--- config.mk ---
export PLATFORM = sky130hd
export DESIGN_NAME = countdown_sequencer_flat
export DESIGN_NICKNAME = d
export VERILOG_FILES = /design/src/rtl/egg_timer_pkg.sv /design/src/rtl/countdown_sequencer_if.sv /design/src/rtl/bcd_mmss_decrement.sv /design/src/rtl/countdown_sequencer.sv /design/src/flat_wrapper.sv
export SDC_FILE = /design/constraint.sdc
export NUM_CORES = 1
export LEC_CHECK = 0
export ABC_AREA = 1
export BUFFER_PORTS_ARGS = -buffer_cell sky130_fd_sc_hd__buf_4
export CORE_UTILIZATION = 25
export CTS_CLUSTER_DIAMETER = 80
export DETAILED_ROUTE_END_ITERATION = 6
export GPL_TIMING_DRIVEN = 0
export PLACE_DENSITY_LB_ADDON = 0.08
export SETUP_SLACK_MARGIN = 0.02
export SLEW_MARGIN = 0
export SYNTH_ARGS = -nofsm -noshare
export SYNTH_HDL_FRONTEND = slang
export SYNTH_SLANG_ARGS = --single-unit
--- constraint.sdc ---
create_clock -name clk -period 2.2 [get_ports clk]
set_clock_uncertainty 0.2 [all_clocks]
set_input_delay 0.22 -clock clk [delete_from_list [all_inputs] [get_ports clk]]
set_output_delay 0.22 -clock clk [all_outputs]
set_load 0.02 [all_outputs]
--- src/rtl/egg_timer_pkg.sv ---
// rtl/egg_timer_pkg.sv - shared BCD types, limits, mode encoding and set-value sanitizers
package egg_timer_pkg;

    typedef logic [7:0] bcd_pair_t;

    localparam bcd_pair_t SEC_MAX_BCD = 8'h59;
    localparam bcd_pair_t MIN_MAX_BCD = 8'h99;

    typedef enum logic [2:0] {
        MODE_IDLE,
        MODE_SET_SEC,
        MODE_SET_MIN,
        MODE_COUNT,
        MODE_PAUSE,
        MODE_ALARM
    } mode_t;

    // Out-of-range switch settings snap to the largest legal value rather than wrapping.
    function automatic bcd_pair_t sanitize_sec(input bcd_pair_t v);
        return (v[7:4] > 4'd5 || v[3:0] > 4'd9) ? SEC_MAX_BCD : v;
    endfunction

    function automatic bcd_pair_t sanitize_min(input bcd_pair_t v);
        return (v[7:4] > 4'd9 || v[3:0] > 4'd9) ? MIN_MAX_BCD : v;
    endfunction

endpackage

--- src/rtl/countdown_sequencer_if.sv ---
// rtl/countdown_sequencer_if.sv - mode inputs, set value and display/status outputs of the sequencer
interface countdown_sequencer_if;
    import egg_timer_pkg::*;

    logic      tick_1hz;
    logic      clear;
    logic      load_sec;
    logic      load_min;
    logic      run;
    logic      flash;
    bcd_pair_t val_bcd;
    bcd_pair_t min_bcd;
    bcd_pair_t sec_bcd;
    logic      is_zero;
    logic      done_pulse;
    logic      blank;
    logic      alarm_expired;

    modport master (
        output tick_1hz, clear, load_sec, load_min, run, flash, val_bcd,
        input  min_bcd, sec_bcd, is_zero, done_pulse, blank, alarm_expired
    );

    modport slave (
        input  tick_1hz, clear, load_sec, load_min, run, flash, val_bcd,
        output min_bcd, sec_bcd, is_zero, done_pulse, blank, alarm_expired
    );

endinterface

--- src/rtl/bcd_mmss_decrement.sv ---
// rtl/bcd_mmss_decrement.sv - one-second BCD decrement of MM:SS, saturating at 00:00
module bcd_mmss_decrement (
    input  logic [15:0] mmss,
    output logic [15:0] mmssNext,
    output logic        reachesZero
);
    logic [3:0] minTens, minUnits, secTens, secUnits;

    always_comb begin
        minTens  = mmss[15:12];
        minUnits = mmss[11:8];
        secTens  = mmss[7:4];
        secUnits = mmss[3:0];

        if (mmss == 16'h0000) begin
            // hold rather than wrap to 99:59
        end else if (mmss[7:0] != 8'h00) begin
            if (secUnits != 4'd0) begin
                secUnits = secUnits - 4'd1;
            end else begin
                secUnits = 4'd9;
                secTens  = secTens - 4'd1;
            end
        end else begin
            secTens  = 4'd5;
            secUnits = 4'd9;
            if (minUnits != 4'd0) begin
                minUnits = minUnits - 4'd1;
            end else begin
                minUnits = 4'd9;
                minTens  = minTens - 4'd1;
            end
        end

        mmssNext    = {minTens, minUnits, secTens, secUnits};
        reachesZero = (mmss != 16'h0000) && (mmssNext == 16'h0000);
    end

endmodule

--- src/rtl/countdown_sequencer.sv ---
// rtl/countdown_sequencer.sv - egg timer MM:SS countdown register with load, pause and alarm flash
module countdown_sequencer #(
    parameter int ALARM_TICKS = 30
) (
    input  logic                  clk,
    input  logic                  reset,
    countdown_sequencer_if.slave  bus
);
    import egg_timer_pkg::*;

    localparam logic [7:0] ALARM_LIMIT = 8'(ALARM_TICKS);

    mode_t      modeQ, modeNext;
    bcd_pair_t  minQ, secQ;
    logic       donePulseQ, blankQ;
    logic [7:0] alarmCnt;
    logic [15:0] decValue;
    logic        decReachesZero;
    logic        isZero;

    bcd_mmss_decrement u_decrement (
        .mmss        ({minQ, secQ}),
        .mmssNext    (decValue),
        .reachesZero (decReachesZero)
    );

    always_ff @(posedge clk or posedge reset) begin
        if (reset) modeQ <= MODE_IDLE;
        else       modeQ <= modeNext;
    end

    // The datapath acts on the decoded mode of this cycle so loads and the
    // first tick of a run take effect at the very next edge.
    always_comb begin
        modeNext = MODE_PAUSE;
        if      (bus.clear)    modeNext = MODE_IDLE;
        else if (bus.load_sec) modeNext = MODE_SET_SEC;
        else if (bus.load_min) modeNext = MODE_SET_MIN;
        else if (bus.run)      modeNext = MODE_COUNT;
        else if (bus.flash)    modeNext = MODE_ALARM;
    end

    assign isZero = (minQ == 8'h00) && (secQ == 8'h00);

    always_ff @(posedge clk or posedge reset) begin
        if (reset) begin
            minQ       <= 8'h00;
            secQ       <= 8'h00;
            donePulseQ <= 1'b0;
            blankQ     <= 1'b0;
            alarmCnt   <= 8'd0;
        end else begin
            donePulseQ <= 1'b0;
            if (modeNext != MODE_ALARM) begin
                blankQ   <= 1'b0;
                alarmCnt <= 8'd0;
            end
            case (modeNext)
                MODE_IDLE: begin
                    minQ <= 8'h00;
                    secQ <= 8'h00;
                end
                MODE_SET_SEC: secQ <= sanitize_sec(bus.val_bcd);
                MODE_SET_MIN: minQ <= sanitize_min(bus.val_bcd);
                MODE_COUNT: begin
                    if (bus.tick_1hz && !isZero) begin
                        {minQ, secQ} <= decValue;
                        donePulseQ   <= decReachesZero;
                    end
                end
                MODE_ALARM: begin
                    if (bus.tick_1hz) begin
                        blankQ <= ~blankQ;
                        if (alarmCnt < ALARM_LIMIT) alarmCnt <= alarmCnt + 8'd1;
                    end
                end
                default: ;
            endcase
        end
    end

    assign bus.min_bcd       = minQ;
    assign bus.sec_bcd       = secQ;
    assign bus.is_zero       = isZero;
    assign bus.done_pulse    = donePulseQ;
    assign bus.blank         = blankQ;
    assign bus.alarm_expired = (modeQ == MODE_ALARM) && (alarmCnt >= ALARM_LIMIT);

endmodule

--- src/flat_wrapper.sv ---
// flat-port wrapper written by rule: the top's interface ports become plain ports
module countdown_sequencer_flat import egg_timer_pkg::*;
#(
    parameter int ALARM_TICKS = 30
)
  (clk, reset, bus_tick_1hz, bus_clear, bus_load_sec, bus_load_min, bus_run, bus_flash, bus_val_bcd, bus_min_bcd, bus_sec_bcd, bus_is_zero, bus_done_pulse, bus_blank, bus_alarm_expired);
  countdown_sequencer_if bus_i ();
  input  logic clk;
  input  logic reset;
  input wire logic [$bits(bus_i.tick_1hz)-1:0] bus_tick_1hz;
  input wire logic [$bits(bus_i.clear)-1:0] bus_clear;
  input wire logic [$bits(bus_i.load_sec)-1:0] bus_load_sec;
  input wire logic [$bits(bus_i.load_min)-1:0] bus_load_min;
  input wire logic [$bits(bus_i.run)-1:0] bus_run;
  input wire logic [$bits(bus_i.flash)-1:0] bus_flash;
  input wire logic [$bits(bus_i.val_bcd)-1:0] bus_val_bcd;
  output wire logic [$bits(bus_i.min_bcd)-1:0] bus_min_bcd;
  output wire logic [$bits(bus_i.sec_bcd)-1:0] bus_sec_bcd;
  output wire logic [$bits(bus_i.is_zero)-1:0] bus_is_zero;
  output wire logic [$bits(bus_i.done_pulse)-1:0] bus_done_pulse;
  output wire logic [$bits(bus_i.blank)-1:0] bus_blank;
  output wire logic [$bits(bus_i.alarm_expired)-1:0] bus_alarm_expired;
  assign bus_i.tick_1hz = bus_tick_1hz;
  assign bus_i.clear = bus_clear;
  assign bus_i.load_sec = bus_load_sec;
  assign bus_i.load_min = bus_load_min;
  assign bus_i.run = bus_run;
  assign bus_i.flash = bus_flash;
  assign bus_i.val_bcd = bus_val_bcd;
  assign bus_min_bcd = bus_i.min_bcd;
  assign bus_sec_bcd = bus_i.sec_bcd;
  assign bus_is_zero = bus_i.is_zero;
  assign bus_done_pulse = bus_i.done_pulse;
  assign bus_blank = bus_i.blank;
  assign bus_alarm_expired = bus_i.alarm_expired;
  countdown_sequencer #(.ALARM_TICKS(ALARM_TICKS)) u_core (.clk(clk), .reset(reset), .bus(bus_i));
endmodule
Word-level counts from Yosys, hierarchy flattened
Index checks and enable logic that the tools add are counted.
{"block": "totals", "reg_bits": 29, "input_bits": 16, "out_inout_bits": 20, "wordCells": 76}
{"block": "op_classes", "addsub": 5, "n_lt_le_gt_ge": 5, "n_eq_ne": 7, "mux": 32, "bitwise_logic": 1, "n_reduce_logical": 20}
{"cell": "8-bit 2-to-1 mux", "n": 8}
{"cell": "4-bit 2-to-1 mux", "n": 12}
{"cell": "8-bit one-hot mux with 3 select lines", "n": 2}
{"cell": "16-bit logical NOT", "n": 2}
{"cell": "8-bit logical NOT", "n": 2}
{"cell": "16-bit nonzero test", "n": 1}
{"cell": "4-bit by 1-bit subtractor with 4-bit output, second input constant", "n": 4}
{"cell": "3-bit 2-to-1 mux", "n": 4}
{"cell": "8-bit by 1-bit adder with 8-bit output, second input constant", "n": 1}
{"cell": "8-bit by 5-bit >= comparator with 1-bit output, second input constant", "n": 1}
{"cell": "4-bit greater-than comparator, second input constant", "n": 2}
{"cell": "8-bit by 5-bit less-than comparator with 1-bit output, second input constant", "n": 1}
{"cell": "4-bit nonzero test", "n": 2}
{"cell": "8-bit nonzero test", "n": 1}
{"cell": "3-bit by 2-bit == test with 1-bit output, second input constant", "n": 2}
{"cell": "3-bit == test, second input constant", "n": 2}
{"cell": "1-bit 2-to-1 mux", "n": 6}
{"cell": "3-bit nonzero test", "n": 2}
{"cell": "4-bit by 3-bit greater-than comparator with 1-bit output, second input constant", "n": 1}
{"cell": "1-bit logical AND", "n": 4}
{"cell": "2-bit AND reduction", "n": 2}
{"cell": "3-bit by 1-bit == test with 1-bit output, second input constant", "n": 1}
{"cell": "3-bit logical NOT", "n": 1}
{"cell": "3-bit != test, second input constant", "n": 1}
{"cell": "4 further kinds", "n": 5}

Depth between registers and ports, before layout
Gate-level depths: netlist of run 1.
{"block": "depth", "depth_word": 10, "depth_mapped": 13, "depth_no_buf": 13}

Modules after synthesis
From an unflattened synthesis of run 1, not the netlist that was laid out.
{"block": "unflattened", "cells_unflattened": 364, "hier_area_um2": 2369.8}
{"module": "countdown_sequencer", "n_inst": 1, "cells_per_inst": 223, "area_each_um2": 1627.8, "seq_area_each_um2": 725.7}
{"module": "bcd_mmss_decrement", "n_inst": 1, "cells_per_inst": 141, "area_each_um2": 742.0, "seq_area_each_um2": 0.0}

Worst setup path after synthesis of run 1
OpenSTA, ideal clock, no wires.
{"block": "synth_timing", "path_type": "register to register", "start": "reg u_core.secQ[0], in the netlist u_core.bus.sec_bcd[0]", "end": "reg u_core.secQ[5], in the netlist u_core.bus.sec_bcd[5]", "setup_time_ns": 0.124, "t_arrival_ns": 1.569, "required_time_ns": 1.876, "setup_slack_ns": 0.307, "path_stages_with_launch": 11, "n_path_buf": 0, "period_less_slack_ns": 1.893, "path_cell_list": "dfrtp_1 inv_1 ha_1 nand2_2 nor2_8 nand2_4 nand3_4 nand2_4 inv_2 a21oi_1 a21oi_1"}
{"block": "synth_via", "elab_chain_len": 6, "elab_cells_between_ends": 14, "classes_between": "1 x eq/ne; 5 x mux; 8 x reduce/logical"}
{"element": "start: declaration", "line": "countdown_sequencer.sv:14", "text": "bcd_pair_t minQ, secQ;"}
{"element": "start signal: assignment", "line": "countdown_sequencer.sv:63", "text": "MODE_SET_SEC: secQ <= sanitize_sec(bus.val_bcd);"}
{"element": "start signal: assignment", "line": "countdown_sequencer.sv:67", "text": "{minQ, secQ} <= decValue;"}
{"element": "4-bit nonzero test or 8-bit logical NOT (tied branches)", "line": "bcd_mmss_decrement.sv:18, countdown_sequencer.sv:43"}
{"element": "4-bit 2-to-1 mux or 1-bit logical AND (tied branches)", "line": "bcd_mmss_decrement.sv:18, countdown_sequencer.sv:43"}
{"element": "4-bit 2-to-1 mux or 1-bit logical NOT (tied branches)", "line": "bcd_mmss_decrement.sv:17, countdown_sequencer.sv:66"}
{"element": "4-bit 2-to-1 mux or 1-bit logical AND (tied branches)", "line": "bcd_mmss_decrement.sv:15, countdown_sequencer.sv:66"}
{"element": "8-bit 2-to-1 mux or 2-bit by 1-bit != test with 1-bit output (tied branches)"}
{"element": "8-bit one-hot mux with 3 select lines or 2-bit AND reduction (tied branches)"}
Parallel ways exist; a longest one is shown, timed or not. The select of a mux whose other input is x is not followed.
A chain may end at the register's enable or synchronous reset.

Worst setup path after layout of run 1
{"block": "layout_timing", "start": "reg u_core.secQ[5], in the netlist u_core.bus.sec_bcd[5]", "end": "out bus_is_zero"}
{"block": "layout_via", "elab_chain_len": 2}
{"element": "8-bit logical NOT", "line": "countdown_sequencer.sv:43", "text": "assign isZero = (minQ == 8'h00) && (secQ == 8'h00);"}
{"element": "1-bit logical AND", "line": "countdown_sequencer.sv:43"}
{"element": "end: declaration", "line": "flat_wrapper.sv:19", "text": "output wire logic [$bits(bus_i.is_zero)-1:0] bus_is_zero;"}
Every way passes these cells.

==> results of run 1 <==
==> per-stage QoR <==
| step | power (mW) | util | cells |
|---|---|---|---|
| finish | 1.528 | 0.3468 | 454 |
| global route | 1.641 | 0.3468 | 454 |
| detailed placement | 1.019 | 0.3117 | 433 |
| CTS | 1.509 | 0.3290 | 445 |
| floorplan | 0.8763 | - | 296 |
| global placement | 1.020 | 0.3117 | 433 |
==> cell families after synthesis <==
| family | synth area share |
|---|---|
| xor gates and xnor gates | 0.01286 |
| and+or+nand+nor | 0.3711 |
| DFF | 0.3552 |
| buffers and inverters | 0.08696 |
| AOI/OAI and AO/OA | 0.1310 |
| adders and majority gates | 0.04286 |
==> what timing repair did <==
action                                 CTS  global route
endpoints found under the hold margin    1            11
buffers inserted                         3             7
hold buffers                             1             1
resized for setup                        2            18
setup endpoints to repair                1            12
pin swaps                                1             2
==> cell type report <==
class | instances | area [um^2]
Sequential cell | 29 | 730.7
Inverter | 43 | 166.4
Tap cell | 102 | 127.6
Clock inverter | 3 | 17.52
Timing Repair Buffer | 48 | 397.9
Multi-Input combinational cell | 222 | 1182
Clock buffer | 5 | 68.82
Fill cell | 877 | 5100
Buffer | 2 | 16.27
==> synth_stat cells, types with 2 or more instances <==
cell type	n
a21oi_1	9
o21ai_0	22
nor3b_1	2
ha_1	7
a31oi_1	4
inv_1	41
nand2_2	2
nand3_1	17
nand2_1	90
dfrtp_1	29
nor2_1	33
nand4_1	3
nand2_4	2
nand3_4	2
nand3b_1	2
inv_2	2
nor2_2	3
o211ai_1	3
or2_2	2
a22oi_1	3
nor3_1	4
xnor2_1	2
==> worst paths after layout <==
kind | from | slack, ns | endpoint
worst min-delay path | bus_load_min | 0.01 | u_core.modeQ[2]
max in group asynchronous | reset | 0.92 | u_core.bus.sec_bcd[4]
worst max-delay path | u_core.bus.sec_bcd[5] | 0.15 | bus_is_zero
worst max register to register | u_core.bus.sec_bcd[5] | 0.18 | u_core.bus.sec_bcd[5]
worst min register to register | u_core.alarmCnt[6] | 0.29 | u_core.alarmCnt[6]
min in group asynchronous | reset | 0.36 | u_core.bus.sec_bcd[2]
==> state kept, by name, indices dropped and copies added, names as in the netlist <==
register	flops
u_core.alarmCnt	8
u_core.bus.blank	1
u_core.bus.done_pulse	1
u_core.bus.min_bcd	8
u_core.bus.sec_bcd	8
u_core.modeQ	3
==> report_power, final <==
part	switching [mW]	internal, mW	leakage (nW)
registers	0.0284	0.556	0.388
logic	0.295	0.193	0.933
clock network	0.236	0.218	0.0439
==> metal layers <==
| layer | share of wire | wire [um] | up-vias |
|---|---|---|---|
| li1 | - | - | 1062 |
| met1 | 0.49 | 2931 | 913 |
| met2 | 0.45 | 2694 | 39 |
| met3 | 0.043 | 258 | 5 |
| met4 | 0.012 | 70 | 0 |
| met5 | 0 | 0 | - |
==> worst register-to-register path, delay by kind of cell (launching register included) <==
kind / cells / cell delay [ns]
and+or+nand+nor: 5 / 0.61
DFF: 1 / 0.40
buffers and inverters: 3 / 0.26
AOI/OAI and AO/OA: 2 / 0.23
adders and majority gates: 1 / 0.21
==> results.json, run 1 <==
{
  "io_pins": 36,
  "max_slew_margin": 0.5865,
  "grt_pass1_wl_mm": 9.901,
  "clk_latency_ns": 0.29,
  "synthCells": 296,
  "yosysTopAreaCellShare": 0.3552,
  "place_area_um2": 2434,
  "grt-busiest-layer": "met2",
  "worst_slew_pin_slew_ns": 0.6196,
  "antenna_found_initial": 0,
  "dpl_worst_slack_ns": 0.08585,
  "irDropWorstVdd_mv": 0.1823,
  "antenna_cells": 0,
  "final.period_utilization": 0.9319,
  "vias": 2019,
  "syn_to_final_growth_pct": 32.52,
  "htree_levels": 2,
  "power_density_nw_per_um2": 564.2,
  "mostFrequentLayoutCell": "nand2_1",
  "async_flop_share": 1.000,
  "cp_cell_sequence": "inv_1, ha_1, nand2_2, nor2_8, nand3_2, inv_1, buf_4",
  "avgSynthCellArea_um2": 6.903,
  "synth_flop_cell": "dfrtp_1",
  "synth_top_area_cell": "dfrtp_1",
  "yosysSeqAreaShare": 0.3552,
  "hpwl_mm": 4.435,
  "grtUsageTotal": 0.1511,
  "fin_tns_setup_ns": 0,
  "met1_usage": 0.2091,
  "yosys_warnings": 0,
  "critical_path_depth": 7,
  "cts_tree": "done",
  "slowest_delay_ns": 0.43,
  "core-area_um2": 7807,
  "fp.dieW_um": 92.41,
  "r2r_cells": 11,
  "wl_per_cell_um": 13.11,
  "die_h_um": 92.41,
  "setup_viol": 0,
  "clk_pin_slew_ns": 0.08,
  "path_class": "reg2out",
  "cts_made_buffers": 5,
  "initial_core_util": 0.2617,
  "period_needed_ns": 2.050,
  "final_max_slew_viol_count": 0,
  "fin_nets": 374,
  "layout-drive-gt1-share": 0.2443,
  "std_cell_rows": 32,
  "worst_slack_ns": 0.1499,
  "cp_top_family": "flip-flops",
  "io_buffer_count": 35,
  "synth_edf_count": 0,
  "min-delay-path-class": "in2reg",
  "ys_ff_latch": 29,
  "fmax_mhz": 487.8,
  "endpoint_kind": "output pin",
  "via_per_inst": 4.447,
  "cp-start-kind": "flip-flop",
  "cap_violations": 0,
  "grt_max_degree": 30,
  "holdPathStages": 4,
  "wirelength_mm": 5.954,
  "grt_overflow": 0,
  "outcome": "finished clean",
  "met3_usage": 0.02956,
  "crit_fanout": 5,
  "grt_pass1_vias": 1925,
  "dieArea_um2": 8539,
  "use_met2": 0.2377,
  "critPathSlowestCell": "dfrtp_2",
  "gp_congestion": 0.8089,
  "dr.pass1.iters": 4,
  "cts_root_buf": "clkbuf_8",
  "finalHoldViolations": 0,
  "synth_area_leaders": "dfrtp_1 (36%), nand2_1 (17%), inv_1 (7.5%)",
  "drc": 0,
  "p_leak_nw": 1.365,
  "postLayoutCellArea_um2": 2708,
  "critical_path.most_common_cell": "inv_1",
  "worst-path-buf-inv": 3,
  "hold_ws_ns": 0.01444,
  "rsz0062_at_grt": "false",
  "synth.cell_area_um2": 2043,
  "critPathRequiredTime_ns": 1.78,
  "syn_nets": 319,
  "ys_types": 34,
  "drtIter0Drc": 78,
  "final_cell_mix": "nand2_1 (89), buf_4 (44), inv_1 (37)",
  "clock-sinks": 29,
  "arrival_ns": 1.63,
  "ant_nets": 0,
  "clk_path_buf_depth": 2
}
Note: power is estimated with default switching activity, not from simulation.
==> run 2, diff against run 1 <==
--- a/config.mk
+++ b/config.mk
@@ -16,4 +16,5 @@
 export SLEW_MARGIN = 0
 export SYNTH_ARGS = -nofsm -noshare
 export SYNTH_HDL_FRONTEND = slang
+export SYNTH_HIERARCHICAL = 1
 export SYNTH_SLANG_ARGS = --single-unit
==> run 2 against run 1 <==
Non-clock buffer count increased by 8. Cell area increased by 15%. Fmax decreased by 3.0%. Total power increased by 26%. Clock power increased by 28%. Worst hold slack improved by 0.0089 ns. Die area increased by 16%. First-iteration DRC count increased by 6.4%. Count of clock-buffer cells in the layout increased by 2. Sequential power increased by 2%. Register-to-register slack got worse by 0.09 ns. Critical endpoint is now u_core/bus.done_pulse. Largest cell class unchanged.
==> results.json, run 2 <==
{
  "outcome": "finished clean",
  "finalHoldViolations": 0,
  "syn_nets": 388,
  "gp_congestion": 0.7494,
  "vias": 2411,
  "std_cell_rows": 35,
  "synth_common_cells": "nand2_1 (126), inv_1 (52), nor2_1 (36)",
  "cap_violations": 0,
  "cts_root_buf": "clkbuf_8",
  "yosys_warnings": 6,
  "yosysSeqAreaShare": 0.3062,
  "cp_cell_sequence": "inv_4, ha_4, nand3_4, nor2_8, buf_8, buf_4, nand3_1, nand2_2, nand3b_1, nor2_1, nand2_1, nor2_2, inv_1, nor2_1",
  "fmax_mhz": 473.4,
  "hpwl_mm": 5.436,
  "final_cells": 536,
  "synthMostInstantiatedCell": "nand2_1",
  "syn_to_final_growth_pct": 31.89,
  "fp.dieW_um": 99.36,
  "avgSynthCellArea_um2": 6.510,
  "io_buffer_count": 35,
  "antenna_cells": 0,
  "grt_max_degree": 30,
  "synth.cell_area_um2": 2370,
  "cts_made_buffers": 5,
  "clk_path_buf_depth": 2,
  "core-area_um2": 9196,
  "fin_tns_setup_ns": 0,
  "dpl_worst_slack_ns": -0.2551,
  "cts_tree": "done",
  "antenna_found_initial": 0,
  "wl_per_cell_um": 13.38,
  "fin_nets": 448,
  "place_area_um2": 2771,
  "via_per_inst": 4.498,
  "io_pins": 36,
  "synth_edf_count": 0,
  "period_needed_ns": 2.113,
  "synthCells": 364,
  "dieArea_um2": 9872,
  "ys_ff_latch": 29,
  "power_density_nw_per_um2": 617.5,
  "multi_input_area_um2": 1478,
  "p_leak_nw": 1.629,
  "max_slew_margin": 0.2322,
  "htree_levels": 2,
  "dr.pass1.iters": 4,
  "crit_fanout": 8,
  "synth_area_leaders": "dfrtp_1 (31%), nand2_1 (20%), inv_1 (8.2%)",
  "grt_pass1_vias": 2336,
  "critical_path.most_common_cell": "nor2_1",
  "path_class": "reg2reg",
  "min-delay-path-class": "in2reg",
  "drtIter0Drc": 83,
  "slowest_delay_ns": 0.42,
  "synth_top_area_cell": "dfrtp_1",
  "grtUsageTotal": 0.1560,
  "grt_pass1_wl_mm": 11.96,
  "async_flop_share": 1.000,
  "rsz0062_at_grt": "true",
  "critPathRequiredTime_ns": 2.21,
  "irDropWorstVdd_mv": 0.2221,
  "synth_flop_cell": "dfrtp_1",
  "drc": 0,
  "wirelength_mm": 7.174,
  "worst_slack_ns": 0.08746,
  "critPathSlowestCell": "dfrtp_2",
  "postLayoutCellArea_um2": 3126,
  "clk_latency_ns": 0.28,
  "worst-path-buf-inv": 4,
  "layout-drive-gt1-share": 0.2753,
  "cp-start-kind": "flip-flop",
  "worst_slew_pin_slew_ns": 1.150,
  "endpoint_kind": "flip-flop",
  "fillers": 1013,
  "mostFrequentLayoutCell": "nand2_1",
  "final_cell_mix": "nand2_1 (122), buf_4 (52), inv_1 (46)",
  "die_h_um": 99.36,
  "yosysTopAreaCellShare": 0.3062,
  "final.period_utilization": 0.9602,
  "grt_overflow": 0,
  "setup_viol": 0,
  "initial_core_util": 0.2577,
  "arrival_ns": 2.13,
  "cp_top_family": "simple AND/OR/NAND/NOR gates",
  "ant_nets": 0,
  "ys_types": 30,
  "dp_cells": 510,
  "clk_pin_slew_ns": 0.06,
  "clock-sinks": 29,
  "final_max_slew_viol_count": 0,
  "ff_latch_area_um2": 737.0
}
run 2: cell count changes after synthesis, sizes merged, moves of 2 or more:
cell	delta
a21oi	-2
nand3b	+2
nor2	+6
o211ai	-3
o21ai	+3
nand3	+17
inv	+10
a31oi	-4
buf	+3
nand4	+2
nand2	+39
a22oi	-3
run 2: cell families (layout without fill, tap and decap cells):
family	Yosys count	in the layout	synth area share
and+or+nand+nor	230	230	0.4498
buffers and inverters	58	119	0.1066
AOI/OAI and AO/OA	36	36	0.08395
DFF	29	29	0.3062
adders and majority gates	8	8	0.04224
xor gates and xnor gates	3	3	0.01109
run 2: cell type report:
cell class                      count  area share
Buffer                              5     0.01721
Clock buffer                        7     0.02762
Clock inverter                      1    0.009608
Inverter                           53     0.06445
Multi-Input combinational cell    277      0.4728
Sequential cell                    29      0.2358
Tap cell                          111     0.04444
Timing Repair Buffer               53      0.1281
run 2: repair_timing:
action | 4_1_cts | 5_1_grt
pin swaps | 6 | 10
buffers inserted | 12 | 5
hold buffers | 1 | 0
endpoints found under the hold margin | 1 | 0
resized for setup | 18 | 17
endpoints found under the setup margin | 7 | 5
run 2: path summary, 6_finish.rpt:
| kind | end | slack (ns) | depth (start not counted) | from |
|---|---|---|---|---|
| max | u_core/bus.done_pulse | 0.09 | 14 | u_core/bus.sec_bcd[5] |
| min | u_core/modeQ[2] | 0.02 | 4 | bus_load_sec |
| max reg2reg | u_core/bus.done_pulse | 0.09 | 14 | u_core/bus.sec_bcd[5] |
| min reg2reg | u_core/alarmCnt[6] | 0.29 | 2 | u_core/alarmCnt[6] |
| max in group asynchronous | u_core/bus.sec_bcd[4] | 0.98 | 2 | reset |
| min in group asynchronous | u_core/alarmCnt[2] | 0.04 | 2 | reset |
run 2: worst register-to-register path: stages, from the launching register on:
cell and delay (ns):
dfrtp_2 0.42, inv_4 0.06, ha_4 0.16, nand3_4 0.10
nor2_8 0.06, buf_8 0.12, buf_4 0.14, nand3_1 0.11
nand2_2 0.08, nand3b_1 0.15, nor2_1 0.10, nand2_1 0.06
nor2_2 0.14, inv_1 0.06, nor2_1 0.09
run 2: power by group:
part,switching (mW),internal (mW),leakage [nW]
Combinational,0.455,0.300,1.19
Sequential,0.0370,0.558,0.382
Clock,0.212,0.369,0.0585
run 2: through the flow:
stage	hold WS (ns)	utilization	power [mW]
2_1_floorplan	0.09811	-	1.048
3_3_place_gp	0.2703	0.3014	1.251
3_5_place_dp	0.2653	0.3014	1.251
4_1_cts	0.01252	0.3299	1.920
5_1_grt	0.03213	0.3399	2.082
6_report	0.02330	0.3399	1.930
run 2: layer usage:
| metal | part of all wire | track usage | vias up |
|---|---|---|---|
| met5 | 0 | 0 | - |
| met4 | 0.012 | 0.04412 | 0 |
| met3 | 0.034 | 0.02881 | 8 |
| met2 | 0.47 | 0.2441 | 44 |
| met1 | 0.49 | 0.2193 | 1102 |
| li1 | - | - | 1257 |
